File: src/rtl/rpn_pkg.sv
// Shared types and constants for the RPN stack controller.
package rpn_pkg;

   localparam int unsigned OPCODE_W = 3;

   typedef enum logic [2:0] {
      IDLE      = 3'd0,
      PUSH      = 3'd1,
      POP_B     = 3'd2,
      POP_A     = 3'd3,
      EXEC      = 3'd4,
      WRITEBACK = 3'd5,
      UNDO      = 3'd6,
      ERROR     = 3'd7
   } rpnState_t;

   typedef enum logic [1:0] {
      UNDO_NONE = 2'd0,
      UNDO_PUSH = 2'd1,
      UNDO_EXEC = 2'd2
   } undoKind_t;

endpackage

File: src/rtl/rpn_stack_ctrl_if.sv
// Pulse/operand/ALU/status bundle between the RPN controller and its environment.
interface rpn_stack_ctrl_if #(
   parameter int unsigned WIDTH = 16,
   parameter int unsigned DEPTH = 4
);
   import rpn_pkg::*;

   localparam int unsigned DEPTH_W = $clog2(DEPTH + 1);

   logic [WIDTH-1:0]    DataIn;
   logic [OPCODE_W-1:0] OpCodeIn;
   logic                EnterPulse;
   logic                ExecPulse;
   logic                UndoPulse;
   logic [WIDTH-1:0]    AluResult;

   logic [WIDTH-1:0]    out_OperandA;
   logic [WIDTH-1:0]    out_OperandB;
   logic [OPCODE_W-1:0] out_OpCode;
   logic [WIDTH-1:0]    out_Top;
   logic [DEPTH_W-1:0]  out_Depth;
   logic                out_Busy;
   logic                out_Error;
   logic [2:0]          out_Status;

   modport master (
      output DataIn, OpCodeIn, EnterPulse, ExecPulse, UndoPulse, AluResult,
      input  out_OperandA, out_OperandB, out_OpCode, out_Top, out_Depth,
             out_Busy, out_Error, out_Status
   );

   modport slave (
      input  DataIn, OpCodeIn, EnterPulse, ExecPulse, UndoPulse, AluResult,
      output out_OperandA, out_OperandB, out_OpCode, out_Top, out_Depth,
             out_Busy, out_Error, out_Status
   );

endinterface

File: src/rtl/rpn_operand_stack.sv
// Operand stack: register array plus entry count; push, pop and top-overwrite ports.
module rpn_operand_stack #(
   parameter int unsigned WIDTH   = 16,
   parameter int unsigned DEPTH   = 4,
   parameter int unsigned DEPTH_W = $clog2(DEPTH + 1)
) (
   input  logic               clk,
   input  logic               reset,
   input  logic               push,
   input  logic [WIDTH-1:0]   pushData,
   input  logic               pop,
   input  logic               overwrite,
   input  logic [WIDTH-1:0]   overwriteData,
   output logic [WIDTH-1:0]   top,
   output logic [DEPTH_W-1:0] depth
);

   localparam int unsigned IDX_W = $clog2(DEPTH);

   logic [WIDTH-1:0]   entries [DEPTH];
   logic [DEPTH_W-1:0] count;
   logic [IDX_W-1:0]   topIdx;
   logic [IDX_W-1:0]   freeIdx;

   assign freeIdx = IDX_W'(count);
   assign topIdx  = IDX_W'(count - DEPTH_W'(1));

   // Overwrite targets the current top; push targets the first free slot, so both may fire together.
   always_ff @(posedge clk) begin
      if (reset) begin
         count <= '0;
         for (int i = 0; i < DEPTH; i++) entries[i] <= '0;
      end else begin
         if (overwrite) entries[topIdx] <= overwriteData;
         if (push) entries[freeIdx] <= pushData;
         count <= count + DEPTH_W'(push) - DEPTH_W'(pop);
      end
   end

   assign top   = (count == '0) ? '0 : entries[topIdx];
   assign depth = count;

endmodule

File: src/rtl/rpn_stack_ctrl.sv
// Reverse-Polish sequencing controller for the calculator ALU datapath.
// Optional single-level undo is built when RPN_UNDO_EN is defined.
module rpn_stack_ctrl
   import rpn_pkg::*;
#(
   parameter int unsigned WIDTH = 16,
   parameter int unsigned DEPTH = 4
) (
   input logic              clk,
   input logic              reset,
   rpn_stack_ctrl_if.slave  bus
);

   localparam int unsigned DEPTH_W = $clog2(DEPTH + 1);

   rpnState_t          state;
   rpnState_t          nextState;
   logic [WIDTH-1:0]   hold;
   logic [WIDTH-1:0]   stackTop;
   logic [DEPTH_W-1:0] depth;
   logic               pushEn;
   logic               popEn;
   logic               overwriteEn;
   logic [WIDTH-1:0]   pushData;
   logic               holdLoad;
   logic               opLoad;
   logic               loadA;
   logic               loadB;
   logic               anyPulse;

`ifdef RPN_UNDO_EN
   undoKind_t undoKind;
   undoKind_t undoKindNext;

   assign anyPulse = bus.EnterPulse | bus.ExecPulse | bus.UndoPulse;
`else
   logic unusedUndo;

   assign unusedUndo = bus.UndoPulse;
   assign anyPulse   = bus.EnterPulse | bus.ExecPulse;
`endif

   rpn_operand_stack #(.WIDTH(WIDTH), .DEPTH(DEPTH), .DEPTH_W(DEPTH_W)) u_stack (
      .clk           (clk),
      .reset         (reset),
      .push          (pushEn),
      .pushData      (pushData),
      .pop           (popEn),
      .overwrite     (overwriteEn),
      .overwriteData (bus.out_OperandA),
      .top           (stackTop),
      .depth         (depth)
   );

   always_ff @(posedge clk) begin
      if (reset) state <= IDLE;
      else       state <= nextState;
   end

   // Next-state and stack sequencing; pulses are only looked at in IDLE and ERROR.
   always_comb begin
      nextState   = state;
      pushEn      = 1'b0;
      popEn       = 1'b0;
      overwriteEn = 1'b0;
      pushData    = hold;
      holdLoad    = 1'b0;
      opLoad      = 1'b0;
      loadA       = 1'b0;
      loadB       = 1'b0;
`ifdef RPN_UNDO_EN
      undoKindNext = undoKind;
`endif
      case (state)
         IDLE: begin
            if (bus.EnterPulse) begin
               if (depth == DEPTH_W'(DEPTH)) begin
                  nextState = ERROR;
               end else begin
                  holdLoad  = 1'b1;
                  nextState = PUSH;
               end
            end else if (bus.ExecPulse) begin
               if (depth < DEPTH_W'(2)) begin
                  nextState = ERROR;
               end else begin
                  opLoad    = 1'b1;
                  nextState = POP_B;
               end
            end
`ifdef RPN_UNDO_EN
            else if (bus.UndoPulse && (undoKind != UNDO_NONE)) begin
               nextState = UNDO;
            end
            if (nextState == ERROR) undoKindNext = UNDO_NONE;
`endif
         end
         PUSH: begin
            pushEn    = 1'b1;
            nextState = IDLE;
`ifdef RPN_UNDO_EN
            undoKindNext = UNDO_PUSH;
`endif
         end
         POP_B: begin
            popEn     = 1'b1;
            loadB     = 1'b1;
            nextState = POP_A;
         end
         POP_A: begin
            popEn     = 1'b1;
            loadA     = 1'b1;
            nextState = EXEC;
         end
         EXEC: nextState = WRITEBACK;
         WRITEBACK: begin
            pushEn    = 1'b1;
            pushData  = bus.AluResult;
            nextState = IDLE;
`ifdef RPN_UNDO_EN
            undoKindNext = UNDO_EXEC;
`endif
         end
         UNDO: begin
`ifdef RPN_UNDO_EN
            // Exec undo: result slot gets A back, then B is pushed on top of it.
            if (undoKind == UNDO_PUSH) begin
               popEn = 1'b1;
            end else if (undoKind == UNDO_EXEC) begin
               overwriteEn = 1'b1;
               pushEn      = 1'b1;
               pushData    = bus.out_OperandB;
            end
            undoKindNext = UNDO_NONE;
`endif
            nextState = IDLE;
         end
         ERROR: begin
            if (anyPulse) nextState = IDLE;
         end
         default: nextState = IDLE;
      endcase
   end

`ifdef RPN_UNDO_EN
   always_ff @(posedge clk) begin
      if (reset) undoKind <= UNDO_NONE;
      else       undoKind <= undoKindNext;
   end
`endif

   always_ff @(posedge clk) begin
      if (reset) begin
         hold             <= '0;
         bus.out_OperandA <= '0;
         bus.out_OperandB <= '0;
         bus.out_OpCode   <= '0;
      end else begin
         if (holdLoad) hold             <= bus.DataIn;
         if (opLoad)   bus.out_OpCode   <= bus.OpCodeIn;
         if (loadB)    bus.out_OperandB <= stackTop;
         if (loadA)    bus.out_OperandA <= stackTop;
      end
   end

   assign bus.out_Top    = stackTop;
   assign bus.out_Depth  = depth;
   assign bus.out_Status = 3'(state);
   assign bus.out_Busy   = (state != IDLE) && (state != ERROR);
   assign bus.out_Error  = (state == ERROR);

endmodule

File: src/flat_wrapper.sv
// flat-port wrapper written by rule: the top's interface ports become plain ports
module rpn_stack_ctrl_flat import rpn_pkg::*;
#(
   parameter int unsigned WIDTH = 16,
   parameter int unsigned DEPTH = 4
)
  (clk, reset, bus_DataIn, bus_OpCodeIn, bus_EnterPulse, bus_ExecPulse, bus_UndoPulse, bus_AluResult, bus_out_OperandA, bus_out_OperandB, bus_out_OpCode, bus_out_Top, bus_out_Depth, bus_out_Busy, bus_out_Error, bus_out_Status);
  rpn_stack_ctrl_if #(.WIDTH(WIDTH), .DEPTH(DEPTH)) bus_i ();
  input logic clk;
  input logic reset;
  input wire logic [$bits(bus_i.DataIn)-1:0] bus_DataIn;
  input wire logic [$bits(bus_i.OpCodeIn)-1:0] bus_OpCodeIn;
  input wire logic [$bits(bus_i.EnterPulse)-1:0] bus_EnterPulse;
  input wire logic [$bits(bus_i.ExecPulse)-1:0] bus_ExecPulse;
  input wire logic [$bits(bus_i.UndoPulse)-1:0] bus_UndoPulse;
  input wire logic [$bits(bus_i.AluResult)-1:0] bus_AluResult;
  output wire logic [$bits(bus_i.out_OperandA)-1:0] bus_out_OperandA;
  output wire logic [$bits(bus_i.out_OperandB)-1:0] bus_out_OperandB;
  output wire logic [$bits(bus_i.out_OpCode)-1:0] bus_out_OpCode;
  output wire logic [$bits(bus_i.out_Top)-1:0] bus_out_Top;
  output wire logic [$bits(bus_i.out_Depth)-1:0] bus_out_Depth;
  output wire logic [$bits(bus_i.out_Busy)-1:0] bus_out_Busy;
  output wire logic [$bits(bus_i.out_Error)-1:0] bus_out_Error;
  output wire logic [$bits(bus_i.out_Status)-1:0] bus_out_Status;
  assign bus_i.DataIn = bus_DataIn;
  assign bus_i.OpCodeIn = bus_OpCodeIn;
  assign bus_i.EnterPulse = bus_EnterPulse;
  assign bus_i.ExecPulse = bus_ExecPulse;
  assign bus_i.UndoPulse = bus_UndoPulse;
  assign bus_i.AluResult = bus_AluResult;
  assign bus_out_OperandA = bus_i.out_OperandA;
  assign bus_out_OperandB = bus_i.out_OperandB;
  assign bus_out_OpCode = bus_i.out_OpCode;
  assign bus_out_Top = bus_i.out_Top;
  assign bus_out_Depth = bus_i.out_Depth;
  assign bus_out_Busy = bus_i.out_Busy;
  assign bus_out_Error = bus_i.out_Error;
  assign bus_out_Status = bus_i.out_Status;
  rpn_stack_ctrl #(.WIDTH(WIDTH), .DEPTH(DEPTH)) u_core (.clk(clk), .reset(reset), .bus(bus_i));
endmodule
File: config.mk
export PLATFORM = sky130hd
export DESIGN_NAME = rpn_stack_ctrl_flat
export DESIGN_NICKNAME = d
export VERILOG_FILES = /design/src/rtl/rpn_pkg.sv /design/src/rtl/rpn_stack_ctrl_if.sv /design/src/rtl/rpn_operand_stack.sv /design/src/rtl/rpn_stack_ctrl.sv /design/src/flat_wrapper.sv
export SDC_FILE = /design/constraint.sdc
export NUM_CORES = 1
export LEC_CHECK = 0
export CAP_MARGIN = 20
export CORE_ASPECT_RATIO = 2
export CORE_MARGIN = 2
export CORE_UTILIZATION = 47
export CTS_CLUSTER_SIZE = 24
export DETAILED_ROUTE_END_ITERATION = 10
export PLACE_DENSITY = 0.75
export SYNTH_ARGS = -nofsm -noshare
export SYNTH_HDL_FRONTEND = slang
export SYNTH_SLANG_ARGS = --single-unit
File: constraint.sdc
create_clock -name clk -period 1.9 [get_ports clk]
set_input_delay 0.38 -clock clk [delete_from_list [all_inputs] [get_ports clk]]
set_output_delay 0.38 -clock clk [all_outputs]
set_load 0.01 [all_outputs]
==> reports/summary.md <==
The flow ran to the end, but the final reports show violations. The checks that failed: setup timing. Global placer's final weighted congestion: 0.834. The worst slew margin relative to its limit came out at 0.710. IR analysis of the VDD net gives a maximum drop of 913 uV. The ratio of final minimum period to clock period was 1.26; the CTS sink count was 121. The maximum clock rate is 419 MHz.

The mapped netlist covers 0.00510 sq mm. The combinational power share was 0.373. In the routed design, unresolved DRC markers number 0.

The final layout contains 681 nets. The routed design has 13.1 mm of wire. Dividing total power by cell area gives a power density of 1350 mW/mm^2.

The global routing usage on met1 was 0.234. Instance count after placement with tap cells included: 730. For the routing usage on met2, the log shows 0.436. The nature of the critical path startpoint is a flop. The number of antenna violations at the first check in global routing was 0; the iteration count of the initial detailed-routing pass was 5. Of all nets on the critical path, the largest fanout is 8. The most heavily used metal layer in global routing is met2. The number of standard cells in the final layout excluding fillers came out at 786. Summing over every cut layer, the via total after detailed routing is 4,070.

STA classifies the critical path endpoint as an output pin. The tools report the aggregate global routing overflow as 0. The clock latency at the later pin of the worst-skew pair came out at 410 ps.

The startpoint identified for the worst hold timing path is u_core.bus.out_OperandB[10]. The synthesized design contains 121 register bits. Among all stages on the critical path, the largest delay is contributed by dfxtp_2.

After clock tree synthesis, the clock-pin slew on the worst setup and hold paths is 50 ps. The synthesized area per cell was 10.9 sq um; the area of the die was 0.0118 sq mm. The area added between synthesis and finish is 47.5%. The worst register-to-register path has a setup slack of -10 ps. The number of distinct library cells after synthesis is 36, and the starting density of the core is 0.484. The smallest clock period supported by the final layout is computed as 2390 ps. For the worst setup path, the data required time is 1520 ps. The die is 151 um tall. Buffers placed on the I/O ports in this run total 97. The number of enable-type register cells in the synthesized netlist was 64; the met3 capacity usage during global routing was 0.0465. The share of flip-flops with an asynchronous set or reset after synthesis is 0, and the routed via count divided by cell count is 5.18.

Final number of setup-violating endpoints: 17. The maximum count of clock buffers along a single path was 2. After synthesis, the cell types taking the most area are edfxtp_1 (38%), dfxtp_1 (22%), mux2i_1 (6.9%), nand2_1 (5.4%), nor2_1 (4.5%). For this design the static power due to leakage is 3.10 nW. The worst hold path passes through 2 cells. The global-route usage over all layers is 0.232, and the share of total power consumed by net switching is 0.296. Of all cell types, the one taking the most synthesized area is edfxtp_1.

The fraction of layout cells with a size suffix above 1 works out to 0.243. The signal on the critical path passes through inv_2, ha_4, buf_12, buf_16, mux2i_1, o22a_1, inv_1, buf_2. The total clock buffers created by CTS was 17; the chip width was 77.7 um.

The delay of the slowest cell on the worst path came out at 350 ps. TritonCTS built the clock tree. The run gives 0.316 as the part of the power in registers. The worst setup path is of the reg2out kind. Detailed placement finished with a half-perimeter wire length of 8.45 mm.

The tool flagged a number of max-cap violations equal to 0. In this run the remaining antenna-violating nets after routing total 0. The net count after synthesis was 514.

The path with the worst hold slack has its endpoint at u_core.bus.out_OperandB[10]. The most used flip-flop cell after synthesis is edfxtp_1. For this design the total switching power over the nets is 0.00300 W.

The logs give 4,167 for the via count of the first global-routing pass and 0.00714 W for the internal power. The run gives 20.6 mm as the global-route wire length before repair. Setup repair after global routing could not meet its margin everywhere. Clock network power share: 0.312. The cell sitting at the root of the clock tree is a clkbuf_16. The top-level port count is 99, and the clock skew is 11.0 ps. The tools report the final hold violation count as 0. Cts-stage hold buffer count: 0. The repair_antennas step left the layout with diodes totalling 0. In the synthesized netlist, the number of instances is 469.

The run gives -487 ps as the worst setup margin. The most common cell in the synthesized netlist was nand2_1. The arrival time of data at the critical path endpoint is 2010 ps. The tools report the post-synthesis sequential area ratio as 0.601.

The tools report the count of routing violations after the opening detailed-route iteration as 199. After detailed routing, the average wire length per cell comes to 16.7 um. The min-delay analysis places its worst path in the category reg2reg. The region available for standard cell placement spans 0.0105 sq mm.

The clock tree synthesis step divided the H-tree into 4 levels. The area fraction of the dominant cell type after synthesis was 0.377; the number of warnings printed during yosys synthesis was 0. Cell depth of the worst flop-to-flop path: 10. Entering global routing, the biggest net connects 22 pins.

Ranked by instance count, the synthesized netlist is headed by nand2_1 (73), edfxtp_1 (64), nor2_1 (61). The worst register-to-register path begins at u_core.u_stack.depth[0]. For the pin with the worst max-slew slack, the measured transition is 433 ps. The tightest hold path in the finished design has a slack of 445 ps.

The initialized floorplan defines 53 standard-cell rows. The endpoint of the lowest-slack register-to-register path was u_core.bus.out_OperandB[14]. Number of pins with negative max-slew slack in the final report: 0.
## cell type report
class,instances,area [sq um]
Clock buffer,19,433
Clock inverter,13,153
Fill cell,732,3020
Inverter,38,143
Multi-Input combinational cell,285,1830
Sequential cell,121,3070
Tap cell,137,171
Timing Repair Buffer,173,1720
## placed cells by master (no fill, tap or decap), types with 4 or more instances in the layout
| master | n |
|---|---|
| a21oi_1 | 17 |
| buf_12 | 15 |
| buf_2 | 13 |
| buf_4 | 55 |
| buf_6 | 6 |
| clkbuf_16 | 17 |
| clkdlybuf4s50_1 | 77 |
| clkinv_2 | 4 |
| clkinvlp_4 | 4 |
| dfxtp_1 | 52 |
| dfxtp_2 | 4 |
| edfxtp_1 | 64 |
| inv_1 | 36 |
| mux2_2 | 16 |
| mux2i_1 | 31 |
| nand2_1 | 73 |
| nand2b_1 | 5 |
| nor2_1 | 61 |
| o21ai_0 | 16 |
| o22a_1 | 16 |
| o2bb2ai_1 | 15 |
## sequential cells by signal (all words and copies together), names as in the netlist
signal,flops
u_core.u_stack.depth,3
u_core.bus.out_Status,3
u_core.bus.out_OperandA,16
u_core.hold,16
u_core.bus.out_OperandB,16
u_core.bus.out_OpCode,3
u_core.u_stack.entries,64
## layer usage
metal | wire (um) | part of all wire
met1 | 4640 | 0.35
met2 | 7500 | 0.57
met3 | 575 | 0.044
met4 | 371 | 0.028
met5 | 0 | 0
## critical path: cells and delay by family, from the launching register on
family / cells / cell delay, ps
muxes: 1 / 210
DFF: 1 / 350
AOI/OAI and AO/OA: 1 / 220
buffers and inverters: 5 / 500
adders and majority gates: 1 / 310
## kinds of logic (layout without fill, tap and decap cells)
kind of cell,count (synthesis),in the layout,synth area share
xor+xnor,1,1,0.00172
simple gates,155,155,0.131
compound gates,73,73,0.0996
buf+inv,63,243,0.0493
flops,121,121,0.601
fa+ha+maj,5,5,0.0137
mux,51,51,0.104
## through the flow
step / setup TNS (ps) / power (W) / util / instance area, sq um / setup WS [ps]
after floorplan: 0 / 0.00492 / - / 5130 / 7.05
after global placement: -5280 / 0.00628 / 0.632 / 6660 / -356
after detailed placement: -5830 / 0.00635 / 0.632 / 6660 / -402
after CTS: -6740 / 0.0101 / 0.709 / 7470 / -483
after global routing: -8250 / 0.0106 / 0.713 / 7520 / -555
final: -6880 / 0.0101 / 0.713 / 7520 / -487
## what timing repair did
| item | 4_1_cts | 5_1_grt |
|---|---|---|
| resized for setup | 86 | 12 |
| pin swaps | 17 | 8 |
| buffers inserted | 17 | 5 |
| cloned | 3 | 0 |
| endpoints found under the setup margin | 20 | 22 |
## power by group through the flow
stage / Clock, W / Sequential, W / Combinational [W]
after detailed placement: 0 / 0.00323 / 0.00312
after global placement: 0 / 0.00321 / 0.00307
after CTS: 0.00317 / 0.00319 / 0.00373
final: 0.00316 / 0.00320 / 0.00378
after floorplan: 0 / 0.00325 / 0.00167
after global routing: 0.00328 / 0.00323 / 0.00404
## worst max-delay path by stage
stage | from | to | slack (ps)
6_report | u_core.u_stack.depth[0] | bus_out_Top[15] | -490
3_3_place_gp | u_core.u_stack.depth[0] | bus_out_Top[7] | -360
4_1_cts | u_core.u_stack.depth[0] | bus_out_Top[14] | -480
2_1_floorplan | u_core.bus.out_Status[2] | u_core.u_stack.depth[2] | 7
5_1_grt | u_core.u_stack.depth[0] | bus_out_Top[15] | -560
3_5_place_dp | u_core.u_stack.depth[0] | bus_out_Top[3] | -400
Power figures use the tool's default switching activity.
==> RTL change 1, RTL diff (config.mk and constraints unchanged) <==
`DEPTH` is set to 4 in 4 places; all go to 2.
--- a/src/rtl/rpn_stack_ctrl_if.sv
+++ b/src/rtl/rpn_stack_ctrl_if.sv
@@ -2,5 +2,5 @@
 interface rpn_stack_ctrl_if #(
    parameter int unsigned WIDTH = 16,
-   parameter int unsigned DEPTH = 4
+   parameter int unsigned DEPTH = 2
 );
    import rpn_pkg::*;
--- a/src/rtl/rpn_operand_stack.sv
+++ b/src/rtl/rpn_operand_stack.sv
@@ -2,5 +2,5 @@
 module rpn_operand_stack #(
    parameter int unsigned WIDTH   = 16,
-   parameter int unsigned DEPTH   = 4,
+   parameter int unsigned DEPTH   = 2,
    parameter int unsigned DEPTH_W = $clog2(DEPTH + 1)
 ) (
--- a/src/rtl/rpn_stack_ctrl.sv
+++ b/src/rtl/rpn_stack_ctrl.sv
@@ -5,5 +5,5 @@
 #(
    parameter int unsigned WIDTH = 16,
-   parameter int unsigned DEPTH = 4
+   parameter int unsigned DEPTH = 2
 ) (
    input logic              clk,
--- a/src/flat_wrapper.sv
+++ b/src/flat_wrapper.sv
@@ -3,5 +3,5 @@
 #(
    parameter int unsigned WIDTH = 16,
-   parameter int unsigned DEPTH = 4
+   parameter int unsigned DEPTH = 2
 )
   (clk, reset, bus_DataIn, bus_OpCodeIn, bus_EnterPulse, bus_ExecPulse, bus_UndoPulse, bus_AluResult, bus_out_OperandA, bus_out_OperandB, bus_out_OpCode, bus_out_Top, bus_out_Depth, bus_out_Busy, bus_out_Error, bus_out_Status);
Interface: changed (resized bus_out_Depth); port bits go from 99 to 98. No check against the original RTL was run, so the function may have changed too.
==> RTL change 1 against the unedited design <==
  * The flow still finishes with violations (negative setup slack)
  * Setup slack improved by 0.49 ns
  * Synthesized area fell by 26%
  * Core utilization fell by 2.3 points
  * Cell area fell by 28%
  * Power fell by 39%
  * Global-route usage fell by 3.6 points
  * Sequential cell count fell by 33
  * Routed wire length fell by 39%
  * Combinational power fell by 48%
  * Largest cell class unchanged
  * Largest power group is now registers
==> RTL change 1: results <==
{
  "first_drt_pass_iteration_count": 4,
  "synth-compound-area-share_pct": 10.9,
  "wl_mm": 8.01,
  "routed_wire_length_per_instance_microns": 13.9,
  "worst_r2r_startpoint": "u_core.bus.out_Status[1]$_SDFFE_PP0P_",
  "worst_slew_pin_slew_ns": 0.626,
  "cts_inserted_buffers": 9,
  "r2r_end": "u_core.u_stack.entries[0][2]$_SDFFCE_PN0P_",
  "synth_fa_ha_area_share_pct": 0.333,
  "grt_max_degree": 76,
  "timing.final.ws_setup_ns": -0.00121,
  "final.setup_skew_ns": 0.00319,
  "worst-r2r-cell-count": 5,
  "clk_latency_ns": 0.34,
  "drt_iter0_markers": 155,
  "min_delay_worst_endpoint": "u_core.bus.out_OpCode[2]$_SDFFE_PP0P_",
  "postSynthCellCount": 359,
  "count_of_buffers_inserted_at_the_top_level_ports": 96,
  "vias_in_the_first_global_route": 2769,
  "cts-htree-levels": 3,
  "min_from": "u_core.bus.out_OpCode[2]$_SDFFE_PP0P_",
  "detailed_place_hpwl_mm": 5.61,
  "worst_setup_path_endpoint": "bus_out_Top[12]",
  "finalHoldWorstSlack_ns": 0.476,
  "setup_violating_endpoint_count_in_the_final_report": 1,
  "arrival_time_at_the_worst_endpoint_ns": 1.52,
  "post_route_cells_drive_above_1_share_pct": 19.3,
  "worst_ir_drop_vdd_v": 0.000615,
  "run_status": "finished, violations left",
  "muxShareOfSynthArea_pct": 9.33,
  "setup_total_negative_slack_ns": -0.00121,
  "timing.critical_path.fanout_max": 16,
  "share_of_the_yosys_chip_area_belonging_to_registers_pct": 55.4,
  "failing_checks": "negative setup slack",
  "post_synth_most_frequent_cells": "nor2_1 (69), dfxtp_1 (56), nand2b_1 (42), mux2i_1 (35)",
  "power.leakage_uw": 0.00220
}
==> RTL change 1: area by class of cell <==
type / count / area, sq um
Timing Repair Buffer: 137 / 1280
Tap cell: 96 / 120
Clock buffer: 10 / 239
Multi-Input combinational cell: 223 / 1520
Clock inverter: 6 / 82.6
Inverter: 18 / 67.6
Sequential cell: 88 / 2090
Fill cell: 612 / 2420
==> RTL change 1: worst max-delay path, cell delays in order, from the launching register on <==
cell             delay [ns]
dfxtp_4                0.37
and2b_1                0.21
buf_12                 0.16
a22oi_2                0.14
inv_1                  0.07
clkdlybuf4s15_2        0.22
==> RTL change 1: metrics by stage <==
| stage | instance area (sq um) | setup WS (ns) |
|---|---|---|
| finish | 5400 | -0.00121 |
| detailed placement | 4940 | 0.0519 |
| CTS | 5370 | -0.00172 |
| global route | 5400 | -0.0596 |
| floorplan | 3750 | 0.0797 |
| global placement | 4940 | 0.0594 |
==> RTL change 1: repair_timing <==
| item | CTS | global route |
|---|---|---|
| pin swaps | 9 | 4 |
| cloned | 1 | 0 |
| buffers inserted | 4 | 5 |
| resized for setup | 78 | 5 |
| setup endpoints to repair | 18 | 14 |
==> RTL change 1: layer usage <==
layer / GRT usage, % / up-vias / routed length, microns
li1: - / 1471 / -
met3: 4.88 / 13 / 457
met2: 33.1 / 95 / 4080
met1: 23.3 / 1336 / 3300
met4: 8.16 / 0 / 177
met5: 0 / - / 0
==> RTL change 1: power by group <==
part | internal [uW] | switching [uW] | leakage, uW
logic | 1050 | 900 | 0.00125
registers | 2200 | 134 | 0.000790
clock network | 1180 | 703 | 0.000158
==> RTL change 2, RTL diff (same settings) <==
Without the edit above. Register the output `bus.out_Error`, without a reset; this adds one clock of latency there.
--- a/src/rtl/rpn_stack_ctrl.sv
+++ b/src/rtl/rpn_stack_ctrl.sv
@@ -168,5 +168,7 @@
    assign bus.out_Status = 3'(state);
    assign bus.out_Busy   = (state != IDLE) && (state != ERROR);
-   assign bus.out_Error  = (state == ERROR);
+   always_ff @(posedge clk) begin
+      bus.out_Error <= (state == ERROR);
+   end
 
 endmodule
Behaviour: not the same (Yosys sat finds a counterexample within 4 cycles, from zero or initial values and one cycle with reset high).
==> RTL change 2 against the unedited design <==
  * The flow still finishes with violations (negative setup slack)
  * Cell area up 0.80%
  * Critical path depth up 1
  * Sequential share of layout area down 0.076 points
  * Routed wire length up 5.7%
  * Synthesized area up 0.39%
  * Sequential cell count up 1
  * Setup slack worse by 0.034 ns
  * Power up 3.1%
  * Critical endpoint is now bus_out_Top[1]
  * Largest cell class unchanged
  * Highest routed layer unchanged
==> RTL change 2: results <==
{
  "wl_mm": 13.8,
  "power_switching_share_pct": 29.7,
  "r2r_end": "u_core.bus.out_OperandB[12]$_SDFFE_PP0P_",
  "worst_hold_depth": 2,
  "vias_in_the_first_global_route": 4205,
  "power.leakage_uw": 0.00312,
  "worst_r2r_startpoint": "u_core.u_stack.depth[1]$_SDFF_PP0_",
  "met3WireLength_microns": 601,
  "post_route_cells_drive_above_1_share_pct": 25.3,
  "cts-htree-levels": 4,
  "grtUsageTotal_pct": 24.0,
  "share_of_the_yosys_chip_area_belonging_to_registers_pct": 60.2,
  "dpl_worst_slack_ns": -0.410,
  "post_synth_most_frequent_cells": "nand2_1 (73), edfxtp_1 (64), nor2_1 (61), dfxtp_1 (58), inv_1 (38)",
  "routed-via-count": 4074,
  "mappedNetlistNets": 515,
  "n_fill_cell": 768,
  "run_status": "finished, violations left",
  "count_of_buffers_inserted_at_the_top_level_ports": 97,
  "timing.final.ws_setup_ns": -0.521,
  "slew_headroom_pct": 47.8,
  "grt_max_degree": 17,
  "arrival_time_at_the_worst_endpoint_ns": 2.04,
  "finalHoldWorstSlack_ns": 0.447,
  "failing_checks": "negative setup slack",
  "synth.yosys.warnings": 0,
  "final.setup_skew_ns": 0.0263,
  "drt_iter0_markers": 153,
  "setup_violating_endpoint_count_in_the_final_report": 18,
  "postSynthCellCount": 470,
  "cts_inserted_buffers": 17,
  "wl_met2_mm": 7.69,
  "detailed_place_hpwl_mm": 8.60,
  "place.gp.congestion": 0.748,
  "first_drt_pass_iteration_count": 4,
  "min_delay_worst_endpoint": "u_core.bus.out_OperandB[9]$_SDFFE_PP0P_",
  "multi_input_comb_area_sq_um": 1860,
  "placed_cell_area_sq_um": 6630,
  "fin_nets": 684,
  "met1Wirelength_mm": 5.13,
  "setup_total_negative_slack_ns": -7.62,
  "largest_register_ff_count": 64,
  "worst_ir_drop_vdd_v": 0.000999,
  "worst-r2r-cell-count": 11,
  "crit_path_start": "u_core.u_stack.depth[1]$_SDFF_PP0_",
  "placed_cells_incl_taps": 729,
  "routed_wire_length_per_instance_microns": 17.5,
  "grt_pass1_wl_mm": 21.3,
  "ys_top_cells_by_area": "edfxtp_1 (38%), dfxtp_1 (23%), mux2i_1 (6.8%)",
  "min_from": "u_core.bus.out_OperandB[9]$_SDFFE_PP0P_",
  "timing.critical_path.fanout_max": 7,
  "worst_setup_path_endpoint": "bus_out_Top[1]"
}
==> RTL change 2: changes by cell type after synthesis <==
cell / delta
dfxtp_1: +1
==> RTL change 2: critical path, delay by kind of cell, from the launching register on <==
kind	cells	cell delay, ns
compound gates	1	0.20
fa+ha+maj	1	0.28
buf+inv	6	0.59
flops	1	0.35
mux	1	0.20
==> RTL change 2: layout make-up <==
cell class	instances	share of cell area [%]
Clock buffer	19	5.71
Clock inverter	13	2.53
Inverter	38	1.88
Multi-Input combinational cell	285	24.5
Sequential cell	122	40.8
Tap cell	140	2.31
Timing Repair Buffer	175	22.3
==> RTL change 2: kinds of logic (layout without fill, tap and decap cells) <==
| kind of cell | Yosys count | count (layout) | synth area share (%) |
|---|---|---|---|
| compound gates | 73 | 73 | 9.92 |
| fa+ha+maj | 5 | 5 | 1.37 |
| mux | 51 | 51 | 10.4 |
| buf+inv | 63 | 245 | 4.91 |
| flops | 122 | 122 | 60.2 |
| xor+xnor | 1 | 1 | 0.171 |
| simple gates | 155 | 155 | 13.0 |
==> RTL change 2: power by group through the flow <==
stage	Combinational (uW)	Sequential, uW	Clock, uW
2_1_floorplan	1670	3270	0
3_3_place_gp	3090	3230	0
3_5_place_dp	3110	3250	0
4_1_cts	3680	3200	3400
5_1_grt	4130	3250	3510
6_report	3870	3220	3370
==> RTL change 2: layer usage <==
metal  global-route usage, %  vias up
met1                    25.6     1962
met4                    11.5        0
met5                       0        -
li1                        -     1959
met3                    4.50       21
met2                    44.8      132
==> RTL change 2: repair_timing <==
item / 4_1_cts / 5_1_grt
gates cloned: 3 / 0
hold buffers: 0 / 0
gates resized for setup: 77 / 28
pin swaps: 17 / 15
setup endpoints to repair: 18 / 30
setup buffers: 20 / 13
